[config.mk]
export PLATFORM = sky130hd
export DESIGN_NAME = wave_controller
export DESIGN_NICKNAME = d
export VERILOG_FILES = /design/src/rtl/wave_controller.sv
export SDC_FILE = /design/constraint.sdc
export NUM_CORES = 1
export LEC_CHECK = 0
export BUFFER_PORTS_ARGS = -buffer_cell sky130_fd_sc_hd__buf_2
export CELL_PAD_IN_SITES_DETAIL_PLACEMENT = 1
export CELL_PAD_IN_SITES_GLOBAL_PLACEMENT = 2
export CORE_MARGIN = 3
export CORE_UTILIZATION = 38
export DETAILED_ROUTE_END_ITERATION = 12
export HOLD_SLACK_MARGIN = 0.12
export PLACE_DENSITY_LB_ADDON = 0.05
export SLEW_MARGIN = 10
export SYNTH_ARGS = -nofsm -noshare
export SYNTH_HDL_FRONTEND = slang
export SYNTH_SLANG_ARGS = --single-unit
[constraint.sdc]
create_clock -name clk -period 6.9 [get_ports clk]
set_clock_uncertainty 0.2 [all_clocks]
set_input_delay 1.38 -clock clk [delete_from_list [all_inputs] [get_ports clk]]
set_output_delay 1.38 -clock clk [all_outputs]
set_load 0.05 [all_outputs]
[src/rtl/wave_controller.sv]
// Wave/difficulty controller: spawn pacing, kill-driven levelling, scoring and
// lives for a single-ship shooter, sequenced by an IDLE/PLAY/HIT/OVER FSM.
module wave_controller #(
  parameter int unsigned SPAWN_BASE      = 60,
  parameter int unsigned SPAWN_STEP      = 4,
  parameter int unsigned SPAWN_MIN       = 8,
  parameter int unsigned KILLS_PER_LEVEL = 10,
  parameter int unsigned MAX_ENEMIES     = 8,
  parameter int unsigned START_LIVES     = 3,
  parameter int unsigned HIT_FRAMES      = 90
) (
  input  logic        clk,
  input  logic        rst_n,
  input  logic        frame_tick,
  input  logic        start,
  input  logic [3:0]  enemy_count,
  input  logic [3:0]  kill_count,
  input  logic        collision,
  output logic        spawn,
  output logic        playing,
  output logic        game_over,
  output logic [3:0]  level,
  output logic [15:0] score,
  output logic [1:0]  lives
);

  localparam int unsigned TMAX = (SPAWN_BASE > SPAWN_MIN) ? SPAWN_BASE : SPAWN_MIN;
  localparam int unsigned TW   = $clog2(TMAX + 2);
  localparam int unsigned HW   = $clog2(HIT_FRAMES + 2);
  localparam int unsigned AW   = $clog2(KILLS_PER_LEVEL + 16);

  typedef enum logic [1:0] {S_IDLE, S_PLAY, S_HIT, S_OVER} state_e;

  state_e        state_q, state_d;
  logic [15:0]   score_q, score_d;
  logic [3:0]    level_q, level_d;
  logic [1:0]    lives_q, lives_d;
  logic [AW-1:0] acc_q, acc_d;
  logic [TW-1:0] timer_q, timer_d;
  logic [HW-1:0] hit_q, hit_d;
  logic          spawn_q, spawn_d;

  logic [16:0]   score_sum;
  logic [15:0]   score_next;
  logic [AW:0]   acc_sum;
  logic [AW-1:0] acc_sat;
  logic [AW-1:0] acc_next;
  logic [3:0]    level_next;

  // Signed arithmetic so a high level clamps to SPAWN_MIN instead of wrapping.
  function automatic logic [TW-1:0] interval(input logic [3:0] lvl);
    int iv;
    iv = int'(SPAWN_BASE) - int'(lvl) * int'(SPAWN_STEP);
    if (iv < int'(SPAWN_MIN)) iv = int'(SPAWN_MIN);
    return TW'(iv);
  endfunction

  always_comb begin
    score_sum  = {1'b0, score_q} + {13'b0, kill_count};
    score_next = score_sum[16] ? '1 : score_sum[15:0];
    // Accumulator saturates so a sustained kill flood cannot wrap it.
    acc_sum    = {1'b0, acc_q} + (AW + 1)'(kill_count);
    acc_sat    = acc_sum[AW] ? '1 : acc_sum[AW-1:0];
    acc_next   = acc_sat;
    level_next = level_q;
    if (32'(acc_sat) >= KILLS_PER_LEVEL) begin
      acc_next   = AW'(32'(acc_sat) - KILLS_PER_LEVEL);
      level_next = (level_q == 4'hF) ? level_q : level_q + 4'd1;
    end
  end

  always_comb begin
    state_d = state_q;
    score_d = score_q;
    level_d = level_q;
    lives_d = lives_q;
    acc_d   = acc_q;
    timer_d = timer_q;
    hit_d   = hit_q;
    spawn_d = 1'b0;
    unique case (state_q)
      S_IDLE, S_OVER: begin
        if (start) begin
          state_d = S_PLAY;
          score_d = '0;
          level_d = '0;
          lives_d = 2'(START_LIVES);
          acc_d   = '0;
          timer_d = TW'(SPAWN_BASE);
          hit_d   = '0;
        end
      end
      S_PLAY: begin
        score_d = score_next;
        acc_d   = acc_next;
        level_d = level_next;
        if (collision) begin
          if (lives_q > 2'd1) begin
            lives_d = lives_q - 2'd1;
            hit_d   = HW'(HIT_FRAMES);
            state_d = S_HIT;
          end else begin
            lives_d = '0;
            state_d = S_OVER;
          end
        end else if (frame_tick) begin
          if (timer_q != '0) begin
            timer_d = timer_q - TW'(1);
          end else if (32'(enemy_count) < MAX_ENEMIES) begin
            spawn_d = 1'b1;
            timer_d = interval(level_q);
          end
        end
      end
      S_HIT: begin
        score_d = score_next;
        acc_d   = acc_next;
        level_d = level_next;
        if (frame_tick) begin
          if (hit_q <= HW'(1)) begin
            hit_d   = '0;
            state_d = S_PLAY;
          end else begin
            hit_d = hit_q - HW'(1);
          end
        end
      end
      default: state_d = S_IDLE;
    endcase
  end

  always_ff @(posedge clk or negedge rst_n) begin
    if (!rst_n) begin
      state_q <= S_IDLE;
      score_q <= '0;
      level_q <= '0;
      lives_q <= '0;
      acc_q   <= '0;
      timer_q <= '0;
      hit_q   <= '0;
      spawn_q <= 1'b0;
    end else begin
      state_q <= state_d;
      score_q <= score_d;
      level_q <= level_d;
      lives_q <= lives_d;
      acc_q   <= acc_d;
      timer_q <= timer_d;
      hit_q   <= hit_d;
      spawn_q <= spawn_d;
    end
  end

  assign spawn     = spawn_q;
  assign playing   = (state_q == S_PLAY) || (state_q == S_HIT);
  assign game_over = (state_q == S_OVER);
  assign level     = level_q;
  assign score     = score_q;
  assign lives     = lives_q;

endmodule

; Yosys cells after proc, flatten, opt, wreduce, memory -nomap -nowiden
; Index checks and enable logic that the tools add are counted.
[totals]
reg_bits = 43
inputBits = 13
output_inout_bits = 25
elab_cells = 85
[classes]
add_sub_neg = 8
magnitude_cmp = 5
eq_ne = 14
muxes = 39
reduce_logical = 11
[op_table]
columns = op, count
row1 = 2-to-1 mux 6 bit, 6
row2 = 2-to-1 mux 7 bit, 5
row3 = 2-to-1 mux 16 bit, 2
row4 = case mux 16 bit (2 select lines), 1
row5 = case mux 7 bit (3 select lines), 1
row6 = adder 16 x 4 -> 17 bit, 1
row7 = "!= test 2 bit, second input constant", 8
row8 = 2-to-1 mux 5 bit, 3
row9 = 2-to-1 mux 2 bit, 7
row10 = 2-to-1 mux 4 bit, 3
row11 = case mux 6 bit (2 select lines), 1
row12 = case mux 5 bit (2 select lines), 1
row13 = case mux 4 bit (2 select lines), 1
row14 = AND reduction 4 bit, 2
row15 = "less-or-equal comparator 7 x 1 -> 1 bit, second input constant", 1
row16 = "less-than comparator 7 x 5 -> 1 bit, second input constant", 1
row17 = "subtractor 6 x 6 -> 7 bit, first input constant", 1
row18 = "subtractor 7 x 1 -> 7 bit, second input constant", 1
row19 = adder 5 x 4 -> 6 bit, 1
row20 = 2-to-1 mux 1 bit, 6
row21 = case mux 2 bit (3 select lines), 1
row22 = AND reduction 3 bit, 2
row23 = nonzero test 6 bit, 1
row24 = "subtractor 6 x 1 -> 6 bit, second input constant", 1
row25 = 17 further kinds, 19

; Depth between registers and ports, before layout
[depth]
word_depth = 8
ltp_mapped = 12
depth_no_buf = 10

; Worst setup path after synthesis
; No wires, ideal clock.
[synth_timing]
path_type = input to register
from = input kill_count[0]
to = register acc_q[1]
setup_ps = 100
arrival_time_ps = 3327
t_required_ps = 6600
path_slack_ps = 3273
cell_stages = 9
path_buffers = 1
cell_sequence = ha_1 inv_1 fa_1 or4_4 a211oi_4 o21ai_2 buf_6 a211o_1 o31ai_1
[synth_via]
elab_chain_cells = 5
word_cells_on_any_way = 6
cone_classes = add/sub (2) / order compare (1) / mux (3)
[synth_rtl]
columns = item, line
row1 = "start, declared", 17  ; input logic [3:0] kill_count,
row2 = adder 5 x 4 -> 6 bit (*), 62  ; acc_sum = {1'b0, acc_q} + (AW + 1)'(kill_count);
row3 = 2-to-1 mux 5 bit (*), 63  ; acc_sat = acc_sum[AW] ? '1 : acc_sum[AW-1:0];
row4 = subtractor 5 x 4 -> 5 bit / greater-or-equal comparator 5 x 4 -> 1 bit (equally long branches), "67, 66"
row5 = 2-to-1 mux 5 bit (*), 66  ; if (32'(acc_sat) >= KILLS_PER_LEVEL) begin
row6 = case mux 5 bit (2 select lines) (*), 81  ; unique case (state_q)
row7 = "end signal, assigned", 138  ; acc_q <= '0;
row8 = "end signal, assigned", 147  ; acc_q <= acc_d;
row9 = "end, declared", 38  ; logic [AW-1:0] acc_q, acc_d;
; Mark *: on every way between the ends. The rest lies on a longest branch, timed or not.
; A chain may end at the register's enable or synchronous reset.

; Final worst setup path
[layout_timing]
from = register state_q[0]
to = output playing
[layout_via]
elab_chain_cells = 2
word_cells_on_any_way = 3
cone_classes = eq/ne (2) / reduce/logical (1)
[layout_rtl]
columns = item, line
row1 = "start, declared", 34  ; state_e state_q, state_d;
row2 = "start signal, assigned", 143  ; state_q <= state_d;
row3 = equality test 2 x 1 -> 1 bit / equality test 2 bit (equally long branches), 155  ; assign playing = (state_q == S_PLAY) || (state_q == S_HIT);
row4 = logical OR 1 bit (*), 155
row5 = "end, declared", 20  ; output logic playing,
; Marked as above.

==> key figures <==
Final layout
  – Layout cell share with drive strength beyond 1: between 10% and 20%
  – P&R area growth vs syn: 12.7%
  – Final net count: 392
  – Diodes inserted: 0

Floorplan
  – Core box area: 0.00729 mm^2
  – Die Y: 92.9 um
  – Starting Density: between 30% and 40%
  – Die Wd: just over 90 um
  – Num rows: 31
  – I/O Pins: 38
  – Die area: 0.00862 mm^2

GRT
  – Vias in the first global route: 2565
  – Overall routing resource usage: between 10% and 20%
  – First-pass GRT wire length: 12800 um
  – GRT overflow: 0
  – Largest net degree at the start of global routing: 44
  – Antenna violations before repair: 0

Synthesis
  – Synthesized instance count: 331
  – EDFF count, synth: 0
  – Async SR Flop Fraction: 100%
  – Dominant synthesized flop cell: dfrtp_1
  – Cell Area, Synth: 0.00287 mm^2
  – Synth Warn #: 0
  – #FFs+latches synth: 43
  – Dominant cells by area after synthesis: dfrtp_1 (38%), ha_1 (7.4%), a21oi_1 (5.1%)
  – Average cell area after synthesis: 8.66 um^2
  – Synth area leader: dfrtp_1
  – Synth top area share: a little under two fifths
  – Post-synth cell types: just over 60
  – Seq/Total Area, Yosys: 37.5%
  – Net Count, Synth: 363

Pwr
  – VDD IR-drop max: 149 uV
  – P_sw: 798 uW
  – Clock Power Share: 13.0%
  – Comb power frac: 60.2%
  – Sequential power share: roughly 27%
  – Pint: between 700 and 800 uW
  – Pwr per Cell Area: 482 mW/mm^2
  – Net Sw Frac: 51.2%
  – Leak Pwr: between 1 and 1.5 nW

Timing
  – Endpoints failing hold: 0
  – Final TNS setup: 0 ps
  – Slew @ Worst Pin: 1040 ps
  – Fin crit share: 55.3%
  – RSZ-0062 raised after global routing: false
  – Final hold slack: between 200 and 300 ps
  – Fin. max-slew vios: 0
  – Rel. slew slack: 30.4%
  – Min setup slack post-route: around 3100 ps
  – Setup-failing EPs final: 0
  – Final min period: 3820 ps
  – Fmax: 262 MHz

Detailed routing
  – DR iter-0 viols: a little under 100
  – Total wire length: roughly 7500 um
  – DRT Pass-1 Iters: 4
  – Vias: roughly 2.6k
  – Post-DRT Antenna Nets: 0
  – Via/cell ratio: 5.62
  – Routed length per instance: 16.2 um
  – Remaining DRCs: 0

Clock tree
  – CTS max path bufs: 2
  – CTS tree: done
  – H-tree Lvls: 2
  – Post-CTS setup buffer count: 0
  – CTS sink count: 43
  – CTS Hold Bufs: 0
  – CTS resizes: 0
  – Reg clk slew, reported paths: 100 ps
  – TritonCTS Buffers: 5
  – Worst-Skew Late Latency: roughly 300 ps
  – Clock root buffer master: clkbuf_8

Flow run
  – Max Cap Viol: 0

Placed design
  – IO Port Bufs: 34
  – Pre-CTS WS: about 2800 ps
  – GP Congestion: between 0.7 and 0.8
  – Post-DP HPWL: 5340 um

Setup path
  – Worst path most repeated cell: inv_1
  – Max incr delay on CP: 510 ps
  – Critical path's top delay family: buffers and inverters
  – Critical path class: reg -> out
  – Crit path launch type: flip-flop
  – Critical path required time: approximately 5300 ps
  – Crit path DAT: 2240 ps
  – Worst-path cell with the longest stage delay: inv_1
  – Worst path bufs/invs: 4
  – Crit-path cells: inv_1 > ha_1 > buf_4 > inv_1 > buf_2
  – Critical Path Fanout Max: 37
  – Critical Path End Type: output port

Hold path
  – HP Class: reg -> reg

Run status
  – Status: finished clean
[cell type report]
cell class | instances | area [um^2]
Clock buffer | 5 | 68.8
Clock inverter | 3 | 43.8
Fill cell | 890 | 4060
Inverter | 20 | 75.1
Multi-Input combinational cell | 253 | 1650
Sequential cell | 43 | 1080
Tap cell | 99 | 124
Timing Repair Buffer | 37 | 193
[synth_stat cells (2+ instances only)]
| cell | instances |
|---|---|
| or2_2 | 2 |
| inv_1 | 18 |
| or4_1 | 2 |
| and4_1 | 3 |
| o32a_1 | 2 |
| nand3_1 | 18 |
| o21a_1 | 2 |
| ha_1 | 17 |
| a211o_1 | 3 |
| a31oi_1 | 3 |
| a22o_1 | 2 |
| nor3_1 | 12 |
| nor2b_1 | 2 |
| a221o_1 | 3 |
| nor4_1 | 2 |
| o211ai_1 | 9 |
| nand2_1 | 34 |
| mux2i_1 | 2 |
| a22oi_1 | 2 |
| xnor2_1 | 5 |
| o31ai_1 | 7 |
| dfrtp_1 | 43 |
| o22a_1 | 2 |
| a21o_1 | 3 |
| a21oi_1 | 29 |
| buf_2 | 2 |
| and3_1 | 2 |
| nand4_1 | 5 |
| o21ai_0 | 16 |
| or3_1 | 2 |
| nor2_1 | 26 |
| buf_1 | 2 |
| xor2_1 | 6 |
| clkbuf_1 | 10 |
| nand2b_1 | 5 |
| a41oi_1 | 2 |
| fa_1 | 2 |
[cell families (layout without fill, tap and decap cells)]
logic type | Yosys count | after routing | synth area share, %
compound gates | 103 | 103 | 24.9
xor+xnor | 11 | 11 | 3.36
fa+ha+maj | 19 | 19 | 8.82
buf+inv | 35 | 65 | 4.93
flops | 43 | 43 | 37.5
mux | 2 | 2 | 0.698
simple gates | 118 | 118 | 19.8
[registers in the layout, summed over array words and instances (netlist names)]
name	flops
hit_q	7
level	4
score	16
acc_q	5
spawn	1
lives	2
state_q	2
timer_q	6
[power by group through the flow]
| stage | logic (mW) | clock network (mW) | registers, mW |
|---|---|---|---|
| after detailed placement | 0.948 | 0 | 0.424 |
| after CTS | 0.952 | 0.211 | 0.419 |
| after global placement | 0.932 | 0 | 0.422 |
| after global routing | 1.05 | 0.224 | 0.434 |
| final | 0.937 | 0.202 | 0.418 |
| after floorplan | 0.655 | 0 | 0.501 |
[through the flow]
step           std cells  cell area, um^2  total power, mW  utilization, %
2_1_floorplan        331             2870             1.16               -
3_3_place_gp         452             3120             1.35            42.7
3_5_place_dp         452             3120             1.37            42.7
4_1_cts              460             3230             1.58            44.3
5_1_grt              460             3230             1.71            44.3
6_report             460             3230             1.56            44.3
[worst paths after layout]
check	start	end	slack, ps	cells past startpoint
max reg2reg	state_q[0]	hit_q[5]	3890	8
max	state_q[0]	playing	3080	5
min in group asynchronous	rst_n	level[1]	1070	1
min reg2reg	acc_q[0]	acc_q[0]	280	2
max in group asynchronous	rst_n	score[15]	4790	1
min	acc_q[0]	acc_q[0]	280	2
[tightest hold or removal path, stage by stage, from the launching register on]
cell and delay, ps:
dfrtp_1 360, nand2_1 50, nand2_1 50
[per-layer routing]
metal / global-route usage, % / routed length, um / part of all wire [%]
met5: 0 / 0 / 0
met4: 4.03 / 79 / 1.1
met3: 3.09 / 162 / 2.2
met2: 30.3 / 3540 / 47
met1: 24.9 / 3680 / 49
[cell usage in the layout (no fill, tap or decap), types with 3 or more instances in the layout]
cell / n
ha_1: 17
and4_1: 3
a31oi_1: 3
a21o_1: 3
o31ai_1: 7
nor3_1: 12
a221o_1: 3
buf_4: 3
a21oi_1: 29
o211ai_1: 9
o21ai_0: 16
dfrtp_1: 43
inv_1: 18
clkbuf_8: 5
a211o_1: 3
nor2_1: 26
xnor2_1: 5
xor2_1: 6
nand4_1: 5
buf_2: 34
nand3_1: 18
nand2_1: 34
nand2b_1: 5
Power figures use the tool's default switching activity.
